**src/rtl/max_search_ctrl_pkg.sv**
```systemverilog
// Shared types and constants for the max-search controller.
// State encoding, data/address widths and image-size helpers.
package max_search_ctrl_pkg;

  localparam int DATA_W = 8;
  localparam int ADDR_W = 10;
  localparam int X_W    = 7;
  localparam int Y_W    = 6;
  localparam int CNT_W  = 11;

  typedef enum logic [2:0] {
    ST_IDLE  = 3'd0,
    ST_LOAD  = 3'd1,
    ST_SCAN  = 3'd2,
    ST_DRAIN = 3'd3,
    ST_DONE  = 3'd4
  } max_search_ctrl_state;

  function automatic logic [CNT_W-1:0] npix(
    input int col,
    input int row
  );
    return CNT_W'(col * row);
  endfunction

  function automatic logic [CNT_W-1:0] nwin(
    input int col,
    input int row
  );
    return CNT_W'((col - 2) * (row - 2));
  endfunction

endpackage

```
**src/rtl/max_search_ctrl_if.sv**
```systemverilog
// Host/datapath bundle of the max-search controller.
// slave: controller side; master: host + datapath side.
interface max_search_ctrl_if;
  import max_search_ctrl_pkg::*;

  logic              Start;
  logic [1:0]        Pattern;
  logic              PixValid;
  logic [DATA_W-1:0] PixData;
  logic              PixReady;
  logic              WE;
  logic [ADDR_W-1:0] WA;
  logic [DATA_W-1:0] D;
  logic              ScanEn;
  logic [1:0]        PatternOut;
  logic              WinValid;
  logic [DATA_W-1:0] WinValue;
  logic [X_W-1:0]    WinX;
  logic [Y_W-1:0]    WinY;
  logic              Busy;
  logic              Done;
  logic              Ack;
  logic [DATA_W-1:0] BestValue;
  logic [X_W-1:0]    BestX;
  logic [Y_W-1:0]    BestY;
  logic              BestValid;

  modport slave (
    input  Start, Pattern, PixValid, PixData,
    input  WinValid, WinValue, WinX, WinY, Ack,
    output PixReady, WE, WA, D, ScanEn,
    output PatternOut, Busy, Done,
    output BestValue, BestX, BestY, BestValid
  );

  modport master (
    output Start, Pattern, PixValid, PixData,
    output WinValid, WinValue, WinX, WinY, Ack,
    input  PixReady, WE, WA, D, ScanEn,
    input  PatternOut, Busy, Done,
    input  BestValue, BestX, BestY, BestValid
  );

endinterface

```
**src/rtl/max_search_ctrl_max_tracker.sv**
```systemverilog
// Running global maximum with position; ties keep the first.
// clr/upd/fin in, best_* and best_valid (job complete) out.
module max_tracker
  import max_search_ctrl_pkg::*;
(
  input  logic              clk,
  input  logic              rst,
  input  logic              clr,
  input  logic              upd,
  input  logic              fin,
  input  logic [DATA_W-1:0] value,
  input  logic [X_W-1:0]    x,
  input  logic [Y_W-1:0]    y,
  output logic [DATA_W-1:0] best_value,
  output logic [X_W-1:0]    best_x,
  output logic [Y_W-1:0]    best_y,
  output logic              best_valid
);

  // hit: at least one result taken in this job
  logic hit;
  logic take;

  assign take = upd && (!hit || value > best_value);

  always_ff @(posedge clk) begin
    if (rst || clr) begin
      hit        <= 1'b0;
      best_value <= '0;
      best_x     <= '0;
      best_y     <= '0;
      best_valid <= 1'b0;
    end else begin
      if (take) begin
        hit        <= 1'b1;
        best_value <= value;
        best_x     <= x;
        best_y     <= y;
      end
      if (fin) best_valid <= 1'b1;
    end
  end

endmodule

```
**src/rtl/max_search_ctrl.sv**
```systemverilog
// Sequencer: load image, run scan, collect window results.
// Clk/Reset plain; all job/datapath signals via bus (slave).
module max_search_ctrl
  import max_search_ctrl_pkg::*;
#(
  parameter int COL = 5,
  parameter int ROW = 4
) (
  input logic              Clk,
  input logic              Reset,
  max_search_ctrl_if.slave bus
);

  localparam logic [2:0] IDLE  = 3'(ST_IDLE);
  localparam logic [2:0] LOAD  = 3'(ST_LOAD);
  localparam logic [2:0] SCAN  = 3'(ST_SCAN);
  localparam logic [2:0] DRAIN = 3'(ST_DRAIN);
  localparam logic [2:0] DONE  = 3'(ST_DONE);

  localparam logic [CNT_W-1:0] NPIX = npix(COL, ROW);
  localparam logic [CNT_W-1:0] NWIN = nwin(COL, ROW);
  localparam logic [CNT_W-1:0] ONE  = CNT_W'(1);

  logic [2:0]       state;
  logic [CNT_W-1:0] pix_cnt;
  logic [CNT_W-1:0] iss_cnt;
  logic [CNT_W-1:0] res_cnt;

  logic is_idle, is_load, is_scan;
  logic is_drain, is_done;
  logic hs, acc, res_done, clr, fin;

  assign is_idle  = state == IDLE;
  assign is_load  = state == LOAD;
  assign is_scan  = state == SCAN;
  assign is_drain = state == DRAIN;
  assign is_done  = state == DONE;

  assign hs  = is_load && bus.PixValid;
  // results past NWIN are dropped
  assign acc = (is_scan || is_drain)
            && bus.WinValid
            && res_cnt != NWIN;
  // the NWIN-th result counts on the same edge
  assign res_done = res_cnt == NWIN
                 || (acc && res_cnt == NWIN - ONE);
  assign clr = is_idle && bus.Start;
  assign fin = is_drain && res_done;

  assign bus.PixReady = is_load;
  assign bus.ScanEn   = is_scan;
  assign bus.Busy     = is_load || is_scan || is_drain;
  assign bus.Done     = is_done;

  always_ff @(posedge Clk) begin
    if (Reset) begin
      state          <= IDLE;
      pix_cnt        <= '0;
      iss_cnt        <= '0;
      res_cnt        <= '0;
      bus.WE         <= 1'b0;
      bus.WA         <= '0;
      bus.D          <= '0;
      bus.PatternOut <= '0;
    end else begin
      bus.WE <= hs;
      if (hs) begin
        bus.WA  <= pix_cnt[ADDR_W-1:0];
        bus.D   <= bus.PixData;
        pix_cnt <= pix_cnt + ONE;
      end
      if (acc) res_cnt <= res_cnt + ONE;
      unique case (state)
        IDLE: begin
          if (bus.Start) begin
            bus.PatternOut <= bus.Pattern;
            pix_cnt        <= '0;
            iss_cnt        <= '0;
            res_cnt        <= '0;
            state          <= LOAD;
          end
        end
        LOAD: begin
          if (hs && pix_cnt == NPIX - ONE)
            state <= SCAN;
        end
        SCAN: begin
          iss_cnt <= iss_cnt + ONE;
          if (iss_cnt == NWIN - ONE)
            state <= DRAIN;
        end
        DRAIN: begin
          if (res_done) state <= DONE;
        end
        DONE: begin
          if (bus.Ack) state <= IDLE;
        end
        default: state <= IDLE;
      endcase
    end
  end

  max_tracker u_trk (
    .clk       (Clk),
    .rst       (Reset),
    .clr       (clr),
    .upd       (acc),
    .fin       (fin),
    .value     (bus.WinValue),
    .x         (bus.WinX),
    .y         (bus.WinY),
    .best_value(bus.BestValue),
    .best_x    (bus.BestX),
    .best_y    (bus.BestY),
    .best_valid(bus.BestValid)
  );

endmodule

```
**src/flat_wrapper.sv**
```systemverilog
// flat-port wrapper written by rule: the top's interface ports become plain ports
module max_search_ctrl_flat import max_search_ctrl_pkg::*;
#(
  parameter int COL = 5,
  parameter int ROW = 4
)
  (Clk, Reset, bus_Start, bus_Pattern, bus_PixValid, bus_PixData, bus_WinValid, bus_WinValue, bus_WinX, bus_WinY, bus_Ack, bus_PixReady, bus_WE, bus_WA, bus_D, bus_ScanEn, bus_PatternOut, bus_Busy, bus_Done, bus_BestValue, bus_BestX, bus_BestY, bus_BestValid);
  max_search_ctrl_if bus_i ();
  input logic Clk;
  input logic Reset;
  input wire logic [$bits(bus_i.Start)-1:0] bus_Start;
  input wire logic [$bits(bus_i.Pattern)-1:0] bus_Pattern;
  input wire logic [$bits(bus_i.PixValid)-1:0] bus_PixValid;
  input wire logic [$bits(bus_i.PixData)-1:0] bus_PixData;
  input wire logic [$bits(bus_i.WinValid)-1:0] bus_WinValid;
  input wire logic [$bits(bus_i.WinValue)-1:0] bus_WinValue;
  input wire logic [$bits(bus_i.WinX)-1:0] bus_WinX;
  input wire logic [$bits(bus_i.WinY)-1:0] bus_WinY;
  input wire logic [$bits(bus_i.Ack)-1:0] bus_Ack;
  output wire logic [$bits(bus_i.PixReady)-1:0] bus_PixReady;
  output wire logic [$bits(bus_i.WE)-1:0] bus_WE;
  output wire logic [$bits(bus_i.WA)-1:0] bus_WA;
  output wire logic [$bits(bus_i.D)-1:0] bus_D;
  output wire logic [$bits(bus_i.ScanEn)-1:0] bus_ScanEn;
  output wire logic [$bits(bus_i.PatternOut)-1:0] bus_PatternOut;
  output wire logic [$bits(bus_i.Busy)-1:0] bus_Busy;
  output wire logic [$bits(bus_i.Done)-1:0] bus_Done;
  output wire logic [$bits(bus_i.BestValue)-1:0] bus_BestValue;
  output wire logic [$bits(bus_i.BestX)-1:0] bus_BestX;
  output wire logic [$bits(bus_i.BestY)-1:0] bus_BestY;
  output wire logic [$bits(bus_i.BestValid)-1:0] bus_BestValid;
  assign bus_i.Start = bus_Start;
  assign bus_i.Pattern = bus_Pattern;
  assign bus_i.PixValid = bus_PixValid;
  assign bus_i.PixData = bus_PixData;
  assign bus_i.WinValid = bus_WinValid;
  assign bus_i.WinValue = bus_WinValue;
  assign bus_i.WinX = bus_WinX;
  assign bus_i.WinY = bus_WinY;
  assign bus_i.Ack = bus_Ack;
  assign bus_PixReady = bus_i.PixReady;
  assign bus_WE = bus_i.WE;
  assign bus_WA = bus_i.WA;
  assign bus_D = bus_i.D;
  assign bus_ScanEn = bus_i.ScanEn;
  assign bus_PatternOut = bus_i.PatternOut;
  assign bus_Busy = bus_i.Busy;
  assign bus_Done = bus_i.Done;
  assign bus_BestValue = bus_i.BestValue;
  assign bus_BestX = bus_i.BestX;
  assign bus_BestY = bus_i.BestY;
  assign bus_BestValid = bus_i.BestValid;
  max_search_ctrl #(.COL(COL), .ROW(ROW)) u_core (.Clk(Clk), .Reset(Reset), .bus(bus_i));
endmodule
```
**config.mk**
```make
export PLATFORM = sky130hd
export DESIGN_NAME = max_search_ctrl_flat
export DESIGN_NICKNAME = d
export VERILOG_FILES = /design/src/rtl/max_search_ctrl_pkg.sv /design/src/rtl/max_search_ctrl_if.sv /design/src/rtl/max_search_ctrl_max_tracker.sv /design/src/rtl/max_search_ctrl.sv /design/src/flat_wrapper.sv
export SDC_FILE = /design/constraint.sdc
export NUM_CORES = 1
export LEC_CHECK = 0
export ABC_CLOCK_PERIOD_IN_PS = 2600
export CAP_MARGIN = 20
export CORE_AREA = 2 2 107 78
export CTS_CLUSTER_SIZE = 10
export DETAILED_ROUTE_END_ITERATION = 12
export DIE_AREA = 0 0 109 80
export PLACE_DENSITY = 0.85
export SLEW_MARGIN = 40
export SYNTH_ARGS = -nofsm -noshare
export SYNTH_HDL_FRONTEND = slang
export SYNTH_HIERARCHICAL = 1
export SYNTH_SLANG_ARGS = --single-unit
```
**constraint.sdc**
```tcl
create_clock -name Clk -period 2.6 [get_ports Clk]
set_input_delay 0.26 -clock Clk [delete_from_list [all_inputs] [get_ports Clk]]
set_output_delay 0.26 -clock Clk [all_outputs]
set_load 0.01 [all_outputs]
```
== Yosys cells after proc, flatten, opt, wreduce, memory -nomap -nowiden ==
Index checks and enable logic that the tools add are counted.

* Output and inout bits: 47
* Bits of input ports: 37
* Bits in registers: 80
* Logic and storage cells: 65

* Add/subtract/negate cells: 3
* Reduce and logical (&&, ||, !) cells: 20
* Mux-type cells: 14
* $lt $le $gt $ge: 1
* Eq/ne operators: 14

{| class="wikitable"
|+ Operators by type and width
! kind !! number
|-
| 11-bit two-way mux || 7
|-
| 11-bit by 1-bit adder with 11-bit output (second input constant) || 3
|-
| 11-bit by 3-bit equality test with 1-bit output (second input constant) || 3
|-
| 11-bit case mux with 2 select lines || 1
|-
| 3-bit two-way mux || 5
|-
| 3-bit case mux with 5 select lines || 1
|-
| 11-bit by 5-bit equality test with 1-bit output (second input constant) || 1
|-
| 11-bit by 3-bit != test with 1-bit output (second input constant) || 1
|-
| 2-bit != test (second input constant) || 5
|-
| 8-bit > comparator || 1
|-
| 1-bit logical AND || 8
|-
| 3-bit by 2-bit equality test with 1-bit output (second input constant) || 2
|-
| 1-bit logical OR || 6
|-
| 5-bit AND reduction || 1
|-
| 2-bit AND reduction || 2
|-
| 3-bit by 1-bit equality test with 1-bit output (second input constant) || 1
|-
| 3-bit equality test (second input constant) || 1
|-
| 3-bit logical NOT || 1
|-
| 2-bit nonzero test || 1
|-
| 1-bit logical NOT || 1
|}

== Logic depth before layout (Yosys ltp) ==
Gate-level depths: netlist of the first run.

* Depth in word-level cells: 8
* Mapped depth: 9
* Gate-level depth less buffers: 8

== Modules after synthesis ==
Netlist of the first run, hierarchy kept.

{| class="wikitable"
|+ By module, submodules not included
! module !! sequential area each (sq um) !! cells each !! instances !! area each (sq um)
|-
| max_search_ctrl || 1141.1 || 324 || 1 || 2638.8
|-
| max_tracker || 460.4 || 124 || 1 || 1113.6
|}

== Worst setup path after synthesis of the first run ==
OpenSTA, ideal clock, no wires.

* Path kind: flip-flop to flip-flop
* Start: register u_core.res_cnt[0]
* End: register u_core.u_trk.best_value[4]
* Stages on the path, launching flop included: 10
* Slack: 789 ps
* Clock period less this slack: 1811 ps
* Buffers on the path: 1
* Arrival time: 1739 ps
* Data required time: 2528 ps
* Library setup time: 72 ps
* Path through: dfxtp_1 > inv_1 > ha_1 > nor4bb_1 > nand3_1 > and2_1 > o31ai_1 > a21oi_2 > buf_6 > mux2i_1

* Cells in the longest elaborated chain, start to end: 3

{| class="wikitable"
|+ RTL lines
! what !! line !! source
|-
| from (decl) || max_search_ctrl.sv:27 || <nowiki>logic [CNT_W-1:0] res_cnt;</nowiki>
|-
| from (signal assigned) || max_search_ctrl.sv:72 || <nowiki>if (acc) res_cnt <= res_cnt + ONE;</nowiki>
|-
| 11-bit by 3-bit != test with 1-bit output || max_search_ctrl.sv:43 || <nowiki>&& res_cnt != NWIN;</nowiki>
|-
| 1-bit logical AND || max_search_ctrl.sv:43 ||
|-
| net u_core.acc || max_search_ctrl.sv:31 || <nowiki>logic hs, acc, res_done, clr, fin;</nowiki>
|-
| 1-bit logical AND || max_search_ctrl_max_tracker.sv:24 || <nowiki>assign take = upd && (!hit || value > best_value);</nowiki>
|-
| to (signal assigned) || max_search_ctrl_max_tracker.sv:36 || <nowiki>best_value <= value;</nowiki>
|-
| to (decl) || max_search_ctrl_max_tracker.sv:14 || <nowiki>output logic [DATA_W-1:0] best_value,</nowiki>
|}

The timed path passes the listed nets, and every way through them passes these cells.
A chain may end at the register's enable or synchronous reset.

== Final worst setup path of the first run ==
* Start: register u_core.state[1]
* End: output port bus_ScanEn

* Cells in the longest elaborated chain, start to end: 1

{| class="wikitable"
|+ RTL lines
! what !! line !! source
|-
| from (decl) || max_search_ctrl.sv:24 || <nowiki>logic [2:0] state;</nowiki>
|-
| from (signal assigned) || max_search_ctrl.sv:57 || <nowiki>state <= IDLE;</nowiki>
|-
| from (signal assigned) || max_search_ctrl.sv:80 || <nowiki>state <= LOAD;</nowiki>
|-
| from (signal assigned) || max_search_ctrl.sv:85 || <nowiki>state <= SCAN;</nowiki>
|-
| 3-bit by 2-bit equality test with 1-bit output || max_search_ctrl.sv:35 || <nowiki>assign is_scan = state == SCAN;</nowiki>
|-
| to (decl) || flat_wrapper.sv:24 || <nowiki>output wire logic [$bits(bus_i.ScanEn)-1:0] bus_ScanEn;</nowiki>
|}

No other way between the ends.

==> metrics.md, run 1 <==
| Metric | Value |
|---|---|
| Outcome | `complete, no violations` |
| CTS tree | `yes` |
| Starting Density | `0.489` |
| Core ar. | `between 7000 and 8000 um2` |
| CTS buffer count | `9` |
| Worst Setup Start Kind | `register` |
| Wire length on met2 | `approximately 4200 um` |
| Async set or reset register ratio after synthesis | `0` |
| Clock Tree Buf Depth | `2` |
| Post_cts resized | `0` |
| Final Slew Violations | `0` |
| Final WS setup | `352 ps` |
| Worst-path fanout max | `12` |
| Ys flop type | `dfxtp_1` |
| Worst EP arrival | `between 1500 and 2000 ps` |
| Share of cells above drive strength 1 | `0.0750` |
| Setup WS pre-CTS | `334 ps` |
| Pwr Density | `557 nW/um2` |
| Cell at the root of the clock tree | `clkbuf_8` |
| Fin crit share | `0.865` |
| RePlAce Congestion | `between 0.8 and 0.9` |
| Skew final | `8.53 ps` |
| DR pass1 iterations | `5` |
| Mux contribution to synthesized area | `0.0617` |
| Worst hold slack | `441 ps` |
| Post-route ant nets | `0` |
| Initial antenna violation count | `0` |
| Die Y | `roughly 80 um` |
| Worst setup EP type | `output port` |
| VDD IR max | `a little over 0.3 mV` |
| Worst-Margin Slew | `776 ps` |
| DRC Markers | `0` |
| Post-CTS setup buffer count | `0` |
| Register clock-pin slew on the reported worst setup and hold paths | `about 90 ps` |
| Synth unique cells | `58` |
| Row count | `27` |
| # diodes | `0` |
| Avg Cell Area, Syn | `8.38 um2` |
| First-pass GRT wire length | `around 15000 um` |
| Area after DPL | `roughly 4700 um2` |
| H-tree levels | `3` |
| DR iter-0 viols | `214` |
| Vias in the first global route | `3230` |
| Cells after Synth | `448` |
| CTS Hold Bufs | `0` |
| Synthesized Nets | `between 400 and 500` |
| Die X-Extent | `roughly 110 um` |
| Setup Viol. Count Final | `0` |
| Met1 wire length | `between 4000 and 5000 um` |
| Top sig layer | `met4` |
| Final hold viol count | `0` |
| Wirelength per Cell | `approximately 14 um` |
| Worst endpoint required time | `roughly 2300 ps` |
| Via count | `3431` |
| Max cap viols | `0` |
| Largest family of logic cells by synthesized area | `simple AND/OR/NAND/NOR gates` |
| Hold Crit Class | `in -> reg` |
| EDFF count, synth | `0` |
| Adder-cell area share of the yosys netlist | `0.0467` |
| Clock latency on the worst-skew pair | `360 ps` |
| Post-Synth XOR/XNOR Area | `0.0350` |
| Worst rel slew slack | `0.478` |
| Area Growth Syn to Fin | `31.9%` |
| Period minus WS final | `2250 ps` |
| Post-synth top area cell | `dfxtp_1` |
| HPWL Detailed | `6440 um` |
| Die ar. | `just under 9000 um2` |
| Clock Sinks | `80` |
| Synth Cell Area | `3750 um2` |
| Post-route cell area | `between 4000 and 5000 um2` |
| Ports | `between 80 and 90` |
| Final setup TNS | `0 ps` |
| Crit Path Category | `reg -> out` |
| Ys Warns | `6` |
| Tot GR Track Use | `0.219` |
| Wire length on met3 | `around 630 um` |
| Max Clk Rate | `445 MHz` |
| Largest net degree at the start of global routing | `39` |
| #FFs+latches synth | `80` |
| RSZ-0062 raised after global routing | `no` |
| Via/cell ratio | `~5.4` |
| Main area contributors after synthesis | `dfxtp_1, nand2_1, mux2i_1` |
| Port-buffer cells | `83` |
| Share of the synthesized area in the top cell type | `0.427` |
| Seq/Total Area, Yosys | `0.427` |
| Leakage power | `approximately 0.0017 uW` |
| Nets | `579` |
| Compound-cell area share of the yosys netlist | `0.113` |
| Overflow after GRT | `0` |
| Wirelength, routed | `around 9100 um` |
| Synth Area in Simple Gates | `0.266` |
## worst max-delay path: stages (launching register included)
cell	delay [ps]
dfxtp_1	330
buf_4	180
or3b_1	420
inv_2	140
clkdlybuf4s50_1	560
## power breakdown
group	switching, uW	total (uW)	internal, uW	leakage [uW]
clock	461	1130	669	0.000123
sequential	21.9	1270	1250	0.000647
combinational	186	355	170	0.000936
total	669	2760	2090	0.00171
## placed cells by master (no fill, tap or decap), types with 2 or more instances in the layout
cell type,instances
mux2i_1,22
or4_1,4
o311ai_0,2
xnor2_1,7
nand2_1,99
o21a_1,2
nor2b_1,2
a311oi_1,2
o21ai_1,2
nand3b_1,2
bufinv_16,3
nor4b_1,2
clkbuf_8,10
o31ai_1,3
clkdlybuf4s50_1,83
dfxtp_1,80
o21ai_0,3
or3_1,3
and3_1,2
xor2_1,8
nor4_1,6
a21oi_1,38
nor2_1,32
and4_1,4
nor3_1,8
nor3b_1,2
nand3_1,16
nand4_1,9
inv_1,13
ha_1,14
and2_1,4
buf_4,13
o211ai_1,2
a211oi_1,2
## area by class of cell
cell class / instances / area [um2]
Clock buffer: 10 / 138
Clock inverter: 6 / 115
Fill cell: 605 / 2720
Inverter: 15 / 57.6
Multi-Input combinational cell: 326 / 1980
Sequential cell: 80 / 1600
Tap cell: 101 / 126
Timing Repair Buffer: 96 / 928
## synth_stat cells (3+ instances only)
library cell	n
clkbuf_1	13
o31ai_1	3
nor3_1	8
nand4_1	9
o21ai_0	3
xor2_1	8
dfxtp_1	80
or3_1	3
nor2_1	33
xnor2_1	7
nand3_1	16
nand2_1	99
and2_1	4
or4_1	4
buf_2	11
a21oi_1	38
nor4_1	6
and4_1	4
ha_1	14
inv_1	13
mux2i_1	22
## per-layer routing
layer,up-vias,GRT usage
met5,-,0
met4,0,0.0756
met3,20,0.0555
met2,140,0.337
met1,1563,0.298
li1,1708,-
## flip-flops by register name (all words and copies together) (netlist names)
signal	count
u_core/pix_cnt	11
u_core/u_trk/best_y	6
u_core/u_trk/best_value	8
u_core/state	3
u_core/u_trk/hit	1
u_core/iss_cnt	11
u_core/u_trk/best_valid	1
u_core/bus.PatternOut	2
u_core/bus.D	8
u_core/res_cnt	11
u_core/bus.WE	1
u_core/bus.WA	10
u_core/u_trk/best_x	7
## metrics by stage
| step | instances | total power [uW] | utilization |
|---|---|---|---|
| 2_1_floorplan | 448 | 1490 | - |
| 4_1_cts | 634 | 2780 | 0.646 |
| 5_1_grt | 634 | 2870 | 0.646 |
| 6_report | 634 | 2760 | 0.646 |
| 3_3_place_gp | 618 | 1640 | 0.612 |
| 3_5_place_dp | 618 | 1650 | 0.613 |
## cell families (layout without fill, tap and decap cells)
kind of cell               Yosys count  count (layout)
xor gates and xnor gates            15              15
buffers and inverters               42             127
adders and majority gates           14              14
AOI/OAI and AO/OA                   66              66
DFF                                 80              80
muxes                               23              23
and+or+nand+nor                    208             208
## worst paths after layout
kind	from	end	slack (ps)	cells after the start
max	u_core/state[1]	bus_ScanEn	350	4
min reg2reg	u_core/bus.D[7]	u_core/bus.D[7]	460	2
max reg2reg	u_core/res_cnt[0]	u_core/u_trk/best_y[3]	440	9
min	bus_PixData[5]	u_core/bus.D[5]	440	3
Note: power is estimated with default switching activity, not from simulation.
==> run 2, diff against run 1 <==
--- a/config.mk
+++ b/config.mk
@@ -8,10 +8,12 @@
 export ABC_CLOCK_PERIOD_IN_PS = 2600
 export CAP_MARGIN = 20
 export CORE_AREA = 2 2 107 78
+export CTS_CLUSTER_DIAMETER = 60
 export CTS_CLUSTER_SIZE = 10
 export DETAILED_ROUTE_END_ITERATION = 12
 export DIE_AREA = 0 0 109 80
-export PLACE_DENSITY = 0.85
+export PLACE_DENSITY = 0.8
+export REMOVE_ABC_BUFFERS = 1
 export SLEW_MARGIN = 40
 export SYNTH_ARGS = -nofsm -noshare
 export SYNTH_HDL_FRONTEND = slang
==> run 2 against run 1 <==
  * Utilization fell by 0.52 points
  * Worst setup slack got worse by 98 ps
  * First-iteration DRC count is 0.47% lower
  * Largest power group unchanged
  * Highest routed layer unchanged
==> metrics.md, run 2 (same netlist as run 1, synthesis figures left out) <==
| Metric | Value |
|---|---|
| Pint | `about 2000 uW` |
| Post_cts resized | `0` |
| Worst EP arrival | `between 2000 and 2500 ps` |
| Worst-path fanout max | `13` |
| Fin crit share | `0.902` |
| Worst setup EP type | `output port` |
| Via/cell ratio | `~5.3` |
| First-pass GRT wire length | `14400 um` |
| Crit Path Category | `reg -> out` |
| Area after DPL | `roughly 4700 um2` |
| Part of the power in registers | `0.473` |
| Sw Share | `0.238` |
| Cell at the root of the clock tree | `clkbuf_8` |
| Clock Tree Buf Depth | `2` |
| Ports | `84` |
| Clock Sinks | `80` |
| Max Clk Rate | `about 430 MHz` |
| Largest regs | `u_core/iss_cnt (11), u_core/pix_cnt (11), u_core/res_cnt (11)` |
| HPWL Detailed | `~6300 um` |
| Pwr Density | `approximately 550 nW/um2` |
| Post-route cell area | `about 4900 um2` |
| DR iter-0 viols | `approximately 210` |
| Core ar. | `around 7700 um2` |
| # diodes | `0` |
| VDD IR max | `a little under 0.3 mV` |
| Register clock-pin slew on the reported worst setup and hold paths | `80 ps` |
| Worst Setup Start Kind | `register` |
| CTS Hold Bufs | `0` |
| Share of cells above drive strength 1 | `0.0643` |
| RePlAce Congestion | `just under 0.9` |
| Placed insts | `614` |
| DRC Markers | `0` |
| Post-CTS setup buffer count | `0` |
| Power after layout | `~2700 uW` |
| P_sw | `644 uW` |
| Combinational power share | `0.126` |
| Worst-Margin Slew | `about 700 ps` |
| CTS tree | `yes` |
| Die Y | `80 um` |
| DR pass1 iterations | `4` |
| Setup Viol. Count Final | `0` |
| Final non-filler cell total | `630` |
| Tot GR Track Use | `0.205` |
| Nets | `approximately 580` |
| Worst endpoint required time | `between 2000 and 2500 ps` |
| RSZ-0062 raised after global routing | `no` |
| Max cap viols | `0` |
| Leakage power | `between 0.0015 and 0.002 uW` |
| Initial antenna violation count | `0` |
| Port-buffer cells | `83` |
| Die ar. | `~8700 um2` |
| Outcome | `complete, no violations` |
| Area Growth Syn to Fin | `30.9%` |
| Commonest non-fill, non-tap cells in the layout | `nand2_1, clkdlybuf4s50_1, dfxtp_1` |
| Worst hold slack | `~460 ps` |
| Vias in the first global route | `about 3200` |
| Post-route ant nets | `0` |
| H-tree levels | `3` |
| Starting Density | `0.489` |
| Period minus WS final | `approximately 2300 ps` |
| Wirelength, routed | `between 8000 and 9000 um` |
| Largest net degree at the start of global routing | `45` |
| Final Slew Violations | `0` |
| Skew final | `between 7 and 8 ps` |
| Clock latency on the worst-skew pair | `roughly 340 ps` |
| Overflow after GRT | `0` |
| Final setup TNS | `0 ps` |
| Row count | `27` |
| Final hold viol count | `0` |
| Die X-Extent | `109 um` |
| Wirelength per Cell | `around 14 um` |
| CTS buffer count | `9` |
| Clk pwr share | `0.401` |
| Commonest non-fill, non-tap cell in the layout | `nand2_1` |
| Worst rel slew slack | `0.528` |
| Via count | `around 3400` |
| Hold Crit Class | `reg -> reg` |
run 2: power groups by stage:
stage	clock network [uW]	registers (uW)	logic, uW
2_1_floorplan	0	1310	155
3_3_place_gp	0	1300	330
3_5_place_dp	0	1310	340
4_1_cts	1110	1280	343
5_1_grt	1160	1280	374
6_report	1080	1280	342
run 2: per-layer routing:
| metal | track usage | wire (um) | up-vias | part of all wire |
|---|---|---|---|---|
| met2 | 0.329 | 3930 | 105 | 0.45 |
| met4 | 0.0397 | 66 | 0 | 0.0076 |
| li1 | - | - | 1701 | - |
| met3 | 0.0824 | 711 | 4 | 0.082 |
| met5 | 0 | 0 | - | 0 |
| met1 | 0.262 | 3940 | 1560 | 0.46 |
run 2: area by class of cell:
type                    count  area (um2)
fillers                   668        2760
multi-input cells         326        1980
flip-flops and latches     80        1600
repair buffers             92         911
clock buffers              11         131
well taps                 101         126
clock inverters             5         104
inverters                  15        57.6
run 2: stage by stage:
| stage | util | setup slack, ps |
|---|---|---|
| 2_1_floorplan | - | -445 |
| 3_3_place_gp | 0.610 | 409 |
| 3_5_place_dp | 0.610 | 297 |
| 4_1_cts | 0.640 | 240 |
| 5_1_grt | 0.640 | 141 |
| 6_report | 0.640 | 254 |
run 2: final timing paths:
kind	startpoint	endpoint	cells after the start	slack, ps
max	u_core/state[1]	bus_ScanEn	3	250
min reg2reg	u_core/u_trk/best_x[4]	u_core/u_trk/best_x[4]	2	460
min	u_core/u_trk/best_x[4]	u_core/u_trk/best_x[4]	2	460
max reg2reg	u_core/res_cnt[0]	u_core/u_trk/best_y[1]	9	330
run 2: critical path: stages, from the launching register on:
cell and delay, ps:
dfxtp_1 600, or3b_1 440, inv_2 140, clkdlybuf4s50_1 570
==> RTL change (flow settings as in run 2) <==
Set the package constant `X_W` to 14 (it was 7).
--- a/src/rtl/max_search_ctrl_pkg.sv
+++ b/src/rtl/max_search_ctrl_pkg.sv
@@ -4,7 +4,7 @@
 
   localparam int DATA_W = 8;
   localparam int ADDR_W = 10;
-  localparam int X_W    = 7;
+  localparam int X_W    = 14;
   localparam int Y_W    = 6;
   localparam int CNT_W  = 11;
 
Ports: changed (resized bus_BestX and bus_WinX); port bits go from 84 to 98. The function was not compared with the original's and may differ.
==> RTL change against run 2 <==
Wire length up 11%. Clock power shrank 8%. Sequential cell count rose by 7. Setup slack got worse by 0.13 ns. Total power rose by 2.5%. Synthesized area up 8.1%. Design area rose by 8.3%. Largest power group unchanged. Utilization up 5.3 points.
==> RTL change: results (changes against run 2) <==
{
  "synthTopCellsByArea": {"value": "sky130_fd_sc_hd__dfxtp_1 (43%), sky130_fd_sc_hd__nand2_1 (10%), sky130_fd_sc_hd__mux2i_1 (7.2%)", "change": "was sky130_fd_sc_hd__dfxtp_1 (43%), sky130_fd_sc_hd__nand2_1 (9.9%), sky130_fd_sc_hd__mux2i_1 (5.9%)"},
  "port_buffers": {"value": 97, "change": "was 83"},
  "finalWeightedCongestion": {"value": 0.796, "change": "was 0.893"},
  "worst_path_max_delay_cell": {"value": "sky130_fd_sc_hd__or3b_1", "change": "was sky130_fd_sc_hd__dfxtp_1"},
  "gr-usage-met1": {"value": 28.8, "unit": "%", "change": "was 26.2%"},
  "synth_cell_types": {"value": 60, "change": "was 58"},
  "leakagePower": {"value": 1.82, "unit": "nW", "change": "was 1.68 nW"},
  "timing.critical_path.slowest_cell_delay": {"value": 0.64, "unit": "ns", "change": "was 0.60 ns"},
  "detail_route.first_pass.iterations": {"value": 5, "change": "was 4"},
  "clk-insertion-delay-late": {"value": 0.37, "unit": "ns", "change": "was 0.34 ns"},
  "dp_hpwl": {"value": 6940, "unit": "um", "change": "was 6260 um"},
  "wl": {"value": 9620, "unit": "um", "change": "was 8650 um"},
  "post-place-ws": {"value": 0.265, "unit": "ns", "change": "was 0.297 ns"},
  "grt_first_pass_wirelength": {"value": 16000, "unit": "um", "change": "was 14,400 um"},
  "arrival": {"value": 2.22, "unit": "ns", "change": "was 2.09 ns"},
  "drt-vias-per-instance": {"value": 5.32, "change": "was 5.35"},
  "crit_fanout": {"value": 15, "change": "was 13"},
  "grt.met2_usage": {"value": 38.8, "unit": "%", "change": "was 32.9%"},
  "vdd_drop_max": {"value": 0.334, "unit": "mV", "change": "was 0.292 mV"},
  "finish.net_count": {"value": 625, "change": "was 575"},
  "power.share.switching": {"value": 24.5, "unit": "%", "change": "was 23.8%"},
  "grt_start_max_net_pins": {"value": 39, "change": "was 45"},
  "grt.total_usage": {"value": 23.7, "unit": "%", "change": "was 20.5%"},
  "outcome": {"value": "completed", "change": "unchanged"},
  "synth.yosys.seq_area_share": {"value": 42.9, "unit": "%", "change": "was 42.7%"},
  "hold_path_class": {"value": "input pin to flop", "change": "was flop to flop"},
  "grt_util_met3": {"value": 6.86, "unit": "%", "change": "was 8.24%"}
}
## RTL change: final cells by class
| type | count | area [um^2] |
|---|---|---|
| Multi-Input combinational cell | 347 | 2120 |
| Clock buffer | 12 | 135 |
| Timing Repair Buffer | 107 | 1070 |
| Inverter | 15 | 57.6 |
| Clock inverter | 4 | 70.1 |
| Tap cell | 101 | 126 |
| Sequential cell | 87 | 1740 |
| Fill cell | 616 | 2350 |
## RTL change: final timing paths
path                           from  cells after the start                      end  slack [ns]
setup / recovery    u_core/state[2]                      3               bus_ScanEn        0.12
hold / removal       bus_PixData[3]                      3          u_core/bus.D[3]        0.43
setup reg to reg  u_core/res_cnt[0]                      9  u_core/u_trk/best_x[11]        0.32
hold reg to reg    u_core/bus.WA[7]                      2         u_core/bus.WA[7]        0.45
## RTL change: routing by layer
layer / share of wire [%] / vias to the layer above
met2: 49 / 74
met1: 44 / 1671
li1: - / 1819
met5: 0 / -
met3: 4.1 / 18
met4: 2.8 / 0
## RTL change: power groups by stage
stage | sequential [W] | combinational [W] | clock (W)
floorplan | 0.00142 | 0.000171 | 0
global placement | 0.00141 | 0.000375 | 0
detailed placement | 0.00142 | 0.000387 | 0
CTS | 0.00138 | 0.000391 | 0.00102
global route | 0.00139 | 0.000426 | 0.00107
finish | 0.00138 | 0.000389 | 0.000996
## RTL change: worst min-delay path, cell delays in order
cell	delay (ns)
sky130_fd_sc_hd__clkdlybuf4s50_1	0.39
sky130_fd_sc_hd__nand2_1	0.06
sky130_fd_sc_hd__a21oi_1	0.05
## RTL change: per-stage QoR
stage / power (W) / hold WS [ns] / instances / utilization (%) / instance area [um^2]
floorplan: 0.00159 / 0.329 / 449 / - / 3890
global placement: 0.00179 / 0.441 / 656 / 66.5 / 5100
detailed placement: 0.00180 / 0.446 / 657 / 66.7 / 5110
CTS: 0.00280 / 0.419 / 673 / 69.3 / 5320
global route: 0.00289 / 0.435 / 673 / 69.3 / 5320
finish: 0.00277 / 0.431 / 673 / 69.3 / 5320
## RTL change: cell families after synthesis
| kind of cell | count (synthesis) | synth area share [%] |
|---|---|---|
| xor gates and xnor gates | 15 | 3.24 |
| adders and majority gates | 14 | 4.32 |
| and+or+nand+nor | 222 | 25.9 |
| DFF | 87 | 42.9 |
| AOI/OAI and AO/OA | 66 | 10.6 |
| buffers and inverters | 45 | 5.58 |
| muxes | 30 | 7.43 |
